[src/rtl/hub75_linebuffer_ring_pkg.sv]
// Shared hub75 line-buffer definitions: line-index width helpers and the
// read latency seen by the shifter.
// Build option: HUB75_LB_RDREG_EN adds an output register on the read path.
package hub75_linebuffer_ring_pkg;

`ifdef HUB75_LB_RDREG_EN
  // Registered RAM read plus one output stage.
  localparam int RD_LATENCY = 2;
`else
  // Registered RAM read only.
  localparam int RD_LATENCY = 1;
`endif

  // Number of line slots in a ring indexed by line_bits bits.
  function automatic int n_lines(input int line_bits);
    return 1 << line_bits;
  endfunction

  // Line-index width for a ring of n slots; never narrower than one bit.
  function automatic int line_idx_width(input int n);
    return (n <= 2) ? 1 : $clog2(n);
  endfunction

endpackage

[src/rtl/hub75_linebuffer_ring_if.sv]
// Writer/reader bus of the hub75 line-buffer ring.
//
// Handshake: wr_ready says a free line exists; wr_ena/wr_commit are acted on
// only in cycles where wr_ready=1 and are silently dropped otherwise.
// rd_ready says a committed line exists; rd_release is acted on only while
// rd_ready=1. rd_valid marks rd_data as coming from a read issued while
// rd_ready=1. There is no back-pressure beyond these ready levels.
interface hub75_linebuffer_ring_if #(
  parameter int N_WORDS    = 1,
  parameter int WORD_WIDTH = 24,
  parameter int ADDR_WIDTH = 6
) ();
  logic [ADDR_WIDTH-1:0]         wr_addr;
  logic [N_WORDS*WORD_WIDTH-1:0] wr_data;
  logic [N_WORDS-1:0]            wr_mask;
  logic                          wr_ena;
  logic                          wr_commit;
  logic                          wr_ready;
  logic [ADDR_WIDTH-1:0]         rd_addr;
  logic                          rd_ena;
  logic [N_WORDS*WORD_WIDTH-1:0] rd_data;
  logic                          rd_valid;
  logic                          rd_release;
  logic                          rd_ready;

  // Frame reader / shift engine side.
  modport master (
    output wr_addr, wr_data, wr_mask, wr_ena, wr_commit,
    output rd_addr, rd_ena, rd_release,
    input  wr_ready, rd_data, rd_valid, rd_ready
  );

  // Ring side.
  modport slave (
    input  wr_addr, wr_data, wr_mask, wr_ena, wr_commit,
    input  rd_addr, rd_ena, rd_release,
    output wr_ready, rd_data, rd_valid, rd_ready
  );
endinterface

[src/rtl/hub75_lb_ram.sv]
// Simple dual-port RAM with per-word masked write and registered read.
// No reset on storage or read register so it maps onto block RAM.
module hub75_lb_ram #(
  parameter int N_WORDS    = 1,
  parameter int WORD_WIDTH = 24,
  parameter int ADDR_WIDTH = 7
) (
  input  logic                          clk,
  input  logic                          we,
  input  logic [ADDR_WIDTH-1:0]         waddr,
  input  logic [N_WORDS-1:0]            wmask,
  input  logic [N_WORDS*WORD_WIDTH-1:0] wdata,
  input  logic                          re,
  input  logic [ADDR_WIDTH-1:0]         raddr,
  output logic [N_WORDS*WORD_WIDTH-1:0] rdata
);

  logic [N_WORDS*WORD_WIDTH-1:0] mem [0:(1<<ADDR_WIDTH)-1];

  // Masked write: only enabled words of the entry are updated.
  always_ff @(posedge clk) begin
    for (int i = 0; i < N_WORDS; i++) begin
      if (we && wmask[i]) begin
        mem[waddr][i*WORD_WIDTH +: WORD_WIDTH] <= wdata[i*WORD_WIDTH +: WORD_WIDTH];
      end
    end
  end

  // Registered read; holds the last value when no read is issued.
  always_ff @(posedge clk) begin
    if (re) begin
      rdata <= mem[raddr];
    end
  end

endmodule

[src/rtl/hub75_linebuffer_ring.sv]
// Ring of HUB75 line buffers passing whole lines from the frame-buffer
// writer to the shift-engine reader through commit/release handshakes.
// Build option: HUB75_LB_RDREG_EN adds a reset output stage on rd_data/rd_valid.
module hub75_linebuffer_ring
  import hub75_linebuffer_ring_pkg::*;
#(
  parameter int N_WORDS    = 1,
  parameter int WORD_WIDTH = 24,
  parameter int ADDR_WIDTH = 6,
  parameter int LINE_BITS  = 1
) (
  input  logic                  clk,
  input  logic                  rst,
  hub75_linebuffer_ring_if.slave bus
);

  localparam int N_LINES = n_lines(LINE_BITS);
  localparam int DW      = N_WORDS * WORD_WIDTH;
  localparam logic [LINE_BITS:0] LEVEL_FULL = (LINE_BITS+1)'(N_LINES);

  logic [LINE_BITS-1:0] wr_ptr;
  logic [LINE_BITS-1:0] rd_ptr;
  logic [LINE_BITS:0]   level;
  logic                 wr_ready;
  logic                 rd_ready;
  logic                 wr_take;
  logic                 commit_take;
  logic                 release_take;
  logic                 rd_valid_s1;
  logic [DW-1:0]        ram_rdata;

  // Free line exists unless every slot is committed; a committed line
  // exists whenever the level is non-zero. Writer and reader never share a
  // slot while both are ready, so no read/write arbitration is needed.
  assign wr_ready     = (level != LEVEL_FULL);
  assign rd_ready     = (level != '0);
  assign wr_take      = bus.wr_ena     && wr_ready;
  assign commit_take  = bus.wr_commit  && wr_ready;
  assign release_take = bus.rd_release && rd_ready;

  // Pointer and occupancy update; simultaneous commit+release leaves level.
  always_ff @(posedge clk or posedge rst) begin
    if (rst) begin
      wr_ptr <= '0;
      rd_ptr <= '0;
      level  <= '0;
    end else begin
      if (commit_take) begin
        wr_ptr <= wr_ptr + LINE_BITS'(1);
      end
      if (release_take) begin
        rd_ptr <= rd_ptr + LINE_BITS'(1);
      end
      case ({commit_take, release_take})
        2'b10:   level <= level + (LINE_BITS+1)'(1);
        2'b01:   level <= level - (LINE_BITS+1)'(1);
        default: level <= level;
      endcase
    end
  end

  // Read-valid tracks the RAM read register: set only for reads of a committed line.
  always_ff @(posedge clk or posedge rst) begin
    if (rst) begin
      rd_valid_s1 <= 1'b0;
    end else begin
      rd_valid_s1 <= bus.rd_ena && rd_ready;
    end
  end

  // Old pointers are used for a write/read in the same cycle as its commit/release.
  hub75_lb_ram #(
    .N_WORDS    (N_WORDS),
    .WORD_WIDTH (WORD_WIDTH),
    .ADDR_WIDTH (LINE_BITS + ADDR_WIDTH)
  ) u_ram (
    .clk   (clk),
    .we    (wr_take),
    .waddr ({wr_ptr, bus.wr_addr}),
    .wmask (bus.wr_mask),
    .wdata (bus.wr_data),
    .re    (bus.rd_ena),
    .raddr ({rd_ptr, bus.rd_addr}),
    .rdata (ram_rdata)
  );

`ifdef HUB75_LB_RDREG_EN
  logic [DW-1:0] rd_data_q;
  logic          rd_valid_q;

  // Output stage for timing; reset to zero so rd_data is defined after reset.
  always_ff @(posedge clk or posedge rst) begin
    if (rst) begin
      rd_data_q  <= '0;
      rd_valid_q <= 1'b0;
    end else begin
      rd_data_q  <= ram_rdata;
      rd_valid_q <= rd_valid_s1;
    end
  end

  assign bus.rd_data  = rd_data_q;
  assign bus.rd_valid = rd_valid_q;
`else
  assign bus.rd_data  = ram_rdata;
  assign bus.rd_valid = rd_valid_s1;
`endif

  assign bus.wr_ready = wr_ready;
  assign bus.rd_ready = rd_ready;

endmodule

[src/flat_wrapper.sv]
// flat-port wrapper written by rule: the top's interface ports become plain ports
module hub75_linebuffer_ring_flat import hub75_linebuffer_ring_pkg::*;
#(
  parameter int N_WORDS    = 1,
  parameter int WORD_WIDTH = 24,
  parameter int ADDR_WIDTH = 6,
  parameter int LINE_BITS  = 1
)
  (clk, rst, bus_wr_addr, bus_wr_data, bus_wr_mask, bus_wr_ena, bus_wr_commit, bus_rd_addr, bus_rd_ena, bus_rd_release, bus_wr_ready, bus_rd_data, bus_rd_valid, bus_rd_ready);
  hub75_linebuffer_ring_if #(.N_WORDS(N_WORDS), .WORD_WIDTH(WORD_WIDTH), .ADDR_WIDTH(ADDR_WIDTH)) bus_i ();
  input  logic clk;
  input  logic rst;
  input wire logic [$bits(bus_i.wr_addr)-1:0] bus_wr_addr;
  input wire logic [$bits(bus_i.wr_data)-1:0] bus_wr_data;
  input wire logic [$bits(bus_i.wr_mask)-1:0] bus_wr_mask;
  input wire logic [$bits(bus_i.wr_ena)-1:0] bus_wr_ena;
  input wire logic [$bits(bus_i.wr_commit)-1:0] bus_wr_commit;
  input wire logic [$bits(bus_i.rd_addr)-1:0] bus_rd_addr;
  input wire logic [$bits(bus_i.rd_ena)-1:0] bus_rd_ena;
  input wire logic [$bits(bus_i.rd_release)-1:0] bus_rd_release;
  output wire logic [$bits(bus_i.wr_ready)-1:0] bus_wr_ready;
  output wire logic [$bits(bus_i.rd_data)-1:0] bus_rd_data;
  output wire logic [$bits(bus_i.rd_valid)-1:0] bus_rd_valid;
  output wire logic [$bits(bus_i.rd_ready)-1:0] bus_rd_ready;
  assign bus_i.wr_addr = bus_wr_addr;
  assign bus_i.wr_data = bus_wr_data;
  assign bus_i.wr_mask = bus_wr_mask;
  assign bus_i.wr_ena = bus_wr_ena;
  assign bus_i.wr_commit = bus_wr_commit;
  assign bus_i.rd_addr = bus_rd_addr;
  assign bus_i.rd_ena = bus_rd_ena;
  assign bus_i.rd_release = bus_rd_release;
  assign bus_wr_ready = bus_i.wr_ready;
  assign bus_rd_data = bus_i.rd_data;
  assign bus_rd_valid = bus_i.rd_valid;
  assign bus_rd_ready = bus_i.rd_ready;
  hub75_linebuffer_ring #(.N_WORDS(N_WORDS), .WORD_WIDTH(WORD_WIDTH), .ADDR_WIDTH(ADDR_WIDTH), .LINE_BITS(LINE_BITS)) u_core (.clk(clk), .rst(rst), .bus(bus_i));
endmodule
[config.mk]
export PLATFORM = sky130hd
export DESIGN_NAME = hub75_linebuffer_ring_flat
export DESIGN_NICKNAME = d
export VERILOG_FILES = /design/src/rtl/hub75_linebuffer_ring_pkg.sv /design/src/rtl/hub75_linebuffer_ring_if.sv /design/src/rtl/hub75_lb_ram.sv /design/src/rtl/hub75_linebuffer_ring.sv /design/src/flat_wrapper.sv
export SDC_FILE = /design/constraint.sdc
export NUM_CORES = 2
export LEC_CHECK = 0
export CORE_ASPECT_RATIO = 0.75
export CORE_MARGIN = 2
export CORE_UTILIZATION = 40
export CTS_CLUSTER_SIZE = 10
export DETAILED_ROUTE_END_ITERATION = 8
export HOLD_SLACK_MARGIN = 0.15
export PLACE_DENSITY = 0.67
export SYNTH_ARGS = -nofsm -noshare
export SYNTH_HDL_FRONTEND = slang
export SYNTH_SLANG_ARGS = --single-unit
[constraint.sdc]
create_clock -name clk -period 5.5 [get_ports clk]
set_clock_uncertainty 0.15 [all_clocks]
set_input_delay 1.1 -clock clk [delete_from_list [all_inputs] [get_ports clk]]
set_output_delay 1.1 -clock clk [all_outputs]
set_load 0.02 [all_outputs]
==> Word level (Yosys, flattened, before mapping) <==
Memory sizes are Yosys's and may differ from the RTL's. A register that Yosys moved wholly into a read port is not among the register bits.
Cells that the tools add are included.
{ "totals": {"ram_bits": 3072, "wordCells": 22, "inputBits": 43, "output_inout_bits": 27, "regBits": 5, "mem_count": 1} }
{ "memory_table": {"columns": ["memory", "depth", "width", "read_ports", "rd_ports_with_merged_regs", "wr", "line_no", "rtl"], "rows": [
  ["u_core.u_ram.mem", 128, 24, 1, 1, 1, "hub75_lb_ram.sv:18", "logic [N_WORDS*WORD_WIDTH-1:0] mem [0:(1<<ADDR_WIDTH)-1];"]
]} }
{ "op_classes": {"reduce_logical": 7, "n_eq_ne": 3, "mux": 3, "add_sub_neg": 4} }
{ "op_table": {"columns": ["op", "count"], "rows": [
  ["logical AND 1 bit", 5],
  ["case mux 2 bit (2 select lines)", 1],
  ["nonzero test 2 bit", 2],
  ["adder 1 bit (second input constant)", 2],
  ["adder 2 x 1 -> 2 bit (second input constant)", 1],
  ["equality test 2 x 1 -> 1 bit (second input constant)", 1],
  ["equality test 2 bit (second input constant)", 1],
  ["2-to-1 mux 1 bit", 2],
  ["!= test 2 bit (second input constant)", 1],
  ["subtractor 2 x 1 -> 2 bit (second input constant)", 1]
]} }

==> Depth between registers and ports, before layout <==
{ "logic_depth": {"word_depth": 5, "mapped_depth": 8} }

==> By module <==
From an unflattened synthesis, not the netlist that was laid out.
{ "hier_totals": {"hier_cells": 4555, "area_unflattened_um2": 117863.0} }
{ "by_module_without_submodules": {"columns": ["module", "n_inst", "area_per_inst_um2", "cells_per_inst"], "rows": [
  ["hub75_lb_ram", 1, 117634.1, 4536],
  ["hub75_linebuffer_ring", 1, 229.0, 19]
]} }

==> Least setup slack after synthesis <==
Ideal clock, no wire load.
{ "synth_path": {"path_type": "input to register", "start": "in bus_wr_mask", "end": "mem u_core.u_ram.mem[72][0] (netlist name), enable pin", "path_slack_ps": 734, "stages": 4, "arrival_ps": 4149, "path_cell_list": "and3_1 > clkbuf_1 > nand4_1 > nor4_1"} }
{ "synth_via": {"elab_chain_cells": 3} }
{ "synth_lines": {"columns": ["item", "line_no", "rtl"], "rows": [
  ["start: declaration", "flat_wrapper.sv:15", "input wire logic [$bits(bus_i.wr_mask)-1:0] bus_wr_mask;"],
  ["logical AND 1 bit", "hub75_lb_ram.sv:23", "if (we && wmask[i]) begin"],
  ["2-to-1 mux 1 bit", "hub75_lb_ram.sv:23", null],
  ["2-to-1 mux 1 bit (implied by the code)", "hub75_lb_ram.sv:24", "mem[waddr][i*WORD_WIDTH +: WORD_WIDTH] <= wdata[i*WORD_WIDTH +: WORD_WIDTH];"],
  ["end: declaration", "hub75_lb_ram.sv:18", null]
]} }
Every way passes these cells.

==> reports/metrics.cfg <==
[global_route]
grt_pass1_wl_um = 430000
grt_use_total_pct = 20.5
grt_util_met2_pct = 29.5
grt_pass1_vias = 54100
overflow = 0
use_met3_pct = 5.80
grt_max_degree = 98
antenna_found_initial = 34
grt-busiest-layer = met1
use_met1_pct = 31.0

[worst_setup_path]
cp.buffers_inverters = 2
r2r_setup_slack_ns = 2.15
end_kind = flop
cpMaxStageDelayCell = buf_4
path_max_fanout = 43
timing.rr.start = u_core.wr_ptr
setup.worst_path.class = in2reg
worstPathRequired_ns = 5.95
critPathLaunchType = input pin
cp_common_cell = mux4_2
critPathMaxStageDelay_ns = 0.74
rr_endpoint = u_core.u_ram.mem[115][3]
path_cells = buf_12 -> buf_4 -> mux4_2 -> mux4_2 -> mux4_2 -> mux2_2
crit_arrival_ns = 4.29
worstSetupPathDepth = 6
rr_worst_depth = 4
crit_family = multiplexers

[cells_and_area]
fin_util_pct = 46.1
layout-drive-gt1-share_pct = 36.5
syn2layout_area_growth_pct = 14.5
multi_input_area_um2 = 24500
regArea_um2 = 93100
final_area_um2 = 135000
final_cells = 8969
layout.nets = 5052
n_fill_cell = 23200

[clock_network]
cts.sinks = 3101
cts-resized-gates = 0
clock_latency_ns = 0.88
htree_levels = 5
clk_pin_slew_ns = 0.06
cts-root-buf = clkbuf_16
clk_path_buf_depth = 4
cts_hold_buffers = 0
post_cts_buffers = 0
cts_tree = built
cts_buffers = 352

[floorplanning]
start_util_pct = 40.2
core_area_um2 = 293000
die_w_um = 631
rows = 172
die_y_um = 474
io_pins = 70
dieArea_um2 = 299000

[detailed_routing]
wl_per_cell_um = 34.5
viasPerCell = 6.14
drtAntennaViolNets = 0
vias = 55000
drt_iter0_markers = 9283
finalWirelength_um = 309000
drcViolationCount = 0
firstDrtPassIters = 6

[synthesis]
syn_area_per_cell_um2 = 25.9
async_reset_ff_share_pct = 0.161
synthFlopType = edfxtp_1
yosys_warnings = 0
synthCells = 4556
ys_seq_area_share_pct = 79.0
ys_types = 27
synth.cell_area_um2 = 118000
ys_seq_elements = 3101
synth_top_area_share_pct = 78.9
syn_nets = 4600
synth.area.top_cells = edfxtp_1 (79%), mux4_2 (19%), clkbuf_1 (0.46%)
synth_most_common_cell = edfxtp_1
synth_common_cells = edfxtp_1 (3096), mux4_2 (1008), clkbuf_1 (144), nor2_1 (130), buf_2 (59)
synth-edff-count = 3096
synth_top_cell_by_area = edfxtp_1

[timing]
hold-worst-slack_ns = 0.307
setup_slack_ns = 1.67
max_freq_ghz = 0.261
tns_ns = 0
worst_slew_pin_slew_ns = 1.17
period_minus_slack_ns = 3.83
hold_viol = 0
setup_violations = 0
slew_headroom_pct = 21.7
min_period_over_period_pct = 69.7
finalMaxSlewViolations = 0
rsz0062_at_grt = no

[job]
drv_cap = 0

[place]
post-dp-hpwl_um = 176000
place_ws_ns = 0.753
dp.cells = 8569
gp_congestion = 0.813
placed_cell_area_um2 = 126000
portBuffers = 69

[power_and_ir_drop]
ir_drop_mv = 0.250
power_density_nw_per_um2 = 365
leakage_nw = 41.0
power_mw = 49.2

[status]
status = finished, final reports clean

[min_path]
worst_hold_path_type = in2async

## area by class of cell
cell class,count,area share [%]
Clock buffer,372,6.71
Multi-Input combinational cell,1213,18.2
Clock inverter,13,0.150
Antenna cell,15,0.0278
Sequential cell,3101,69.0
Timing Repair Buffer,339,2.32
Inverter,1,0.00278
Tap cell,3915,3.63
## power breakdown
part | leakage, nW | total, mW | switching (mW) | internal (mW)
Clock | 4.54 | 20.0 | 8.44 | 11.6
Combinational | 8.53 | 2.94 | 1.82 | 1.12
Sequential | 27.9 | 26.3 | 0.132 | 26.2
## routing by layer
| layer | up-vias | share of wire, % |
|---|---|---|
| li1 | 20700 | - |
| met1 | 30200 | 40 |
| met2 | 3683 | 44 |
| met3 | 445 | 13 |
| met4 | 16 | 2.4 |
| met5 | - | 0.031 |
## cell usage in the layout, fill, tap and decap left out, drive strengths merged, types with 3 or more instances in the layout
cell type      synthesis  routed
nor2                 130     130
clkdlybuf4s50          0      38
diode                  0      15
mux2                  24      24
mux4                1008    1008
clkbuf               144     372
nand3b                 4       4
nand2                 12      12
xnor2                  3       3
edfxtp              3096    3096
nand4                  3       3
nor2b                  4       4
nand3                  8       8
buf                   97     301
dfrtp                  5       5
nand4b                 3       3
clkinv                 0       7
inv                    1       6
## worst max path at each step
stage,start,endpoint,slack [ns]
after CTS,bus_rd_addr[0],u_core.u_ram.rdata[17],1.67
final,bus_rd_addr[0],u_core.u_ram.rdata[17],1.67
after floorplan,bus_wr_mask,u_core.u_ram.mem[72][0],0.73
after global routing,bus_rd_addr[0],u_core.u_ram.rdata[17],1.56
after global placement,bus_rd_addr[0],u_core.u_ram.rdata[17],0.72
after detailed placement,bus_rd_addr[0],u_core.u_ram.rdata[17],0.75
## logic make-up (layout without fill, tap and decap cells)
| group | Yosys count | in the layout | synth area share [%] |
|---|---|---|---|
| XOR/XNOR | 5 | 5 | 0.0372 |
| adder cells (fa/ha/maj) | 1 | 1 | 0.0106 |
| buffers and inverters | 242 | 725 | 0.843 |
| flip-flops | 3101 | 3101 | 79.0 |
| multiplexers | 1032 | 1032 | 19.5 |
| other | 0 | 15 | 0 |
| AND/OR/NAND/NOR | 175 | 175 | 0.636 |
## registers in the layout, indices dropped and copies added, names as in the netlist
register             count
u_core.u_ram.mem      3072
u_core.bus.rd_valid      1
u_core.u_ram.rdata      24
u_core.rd_ptr            1
u_core.wr_ptr            1
u_core.level             2
No activity file was read; power rests on OpenSTA's default activity.
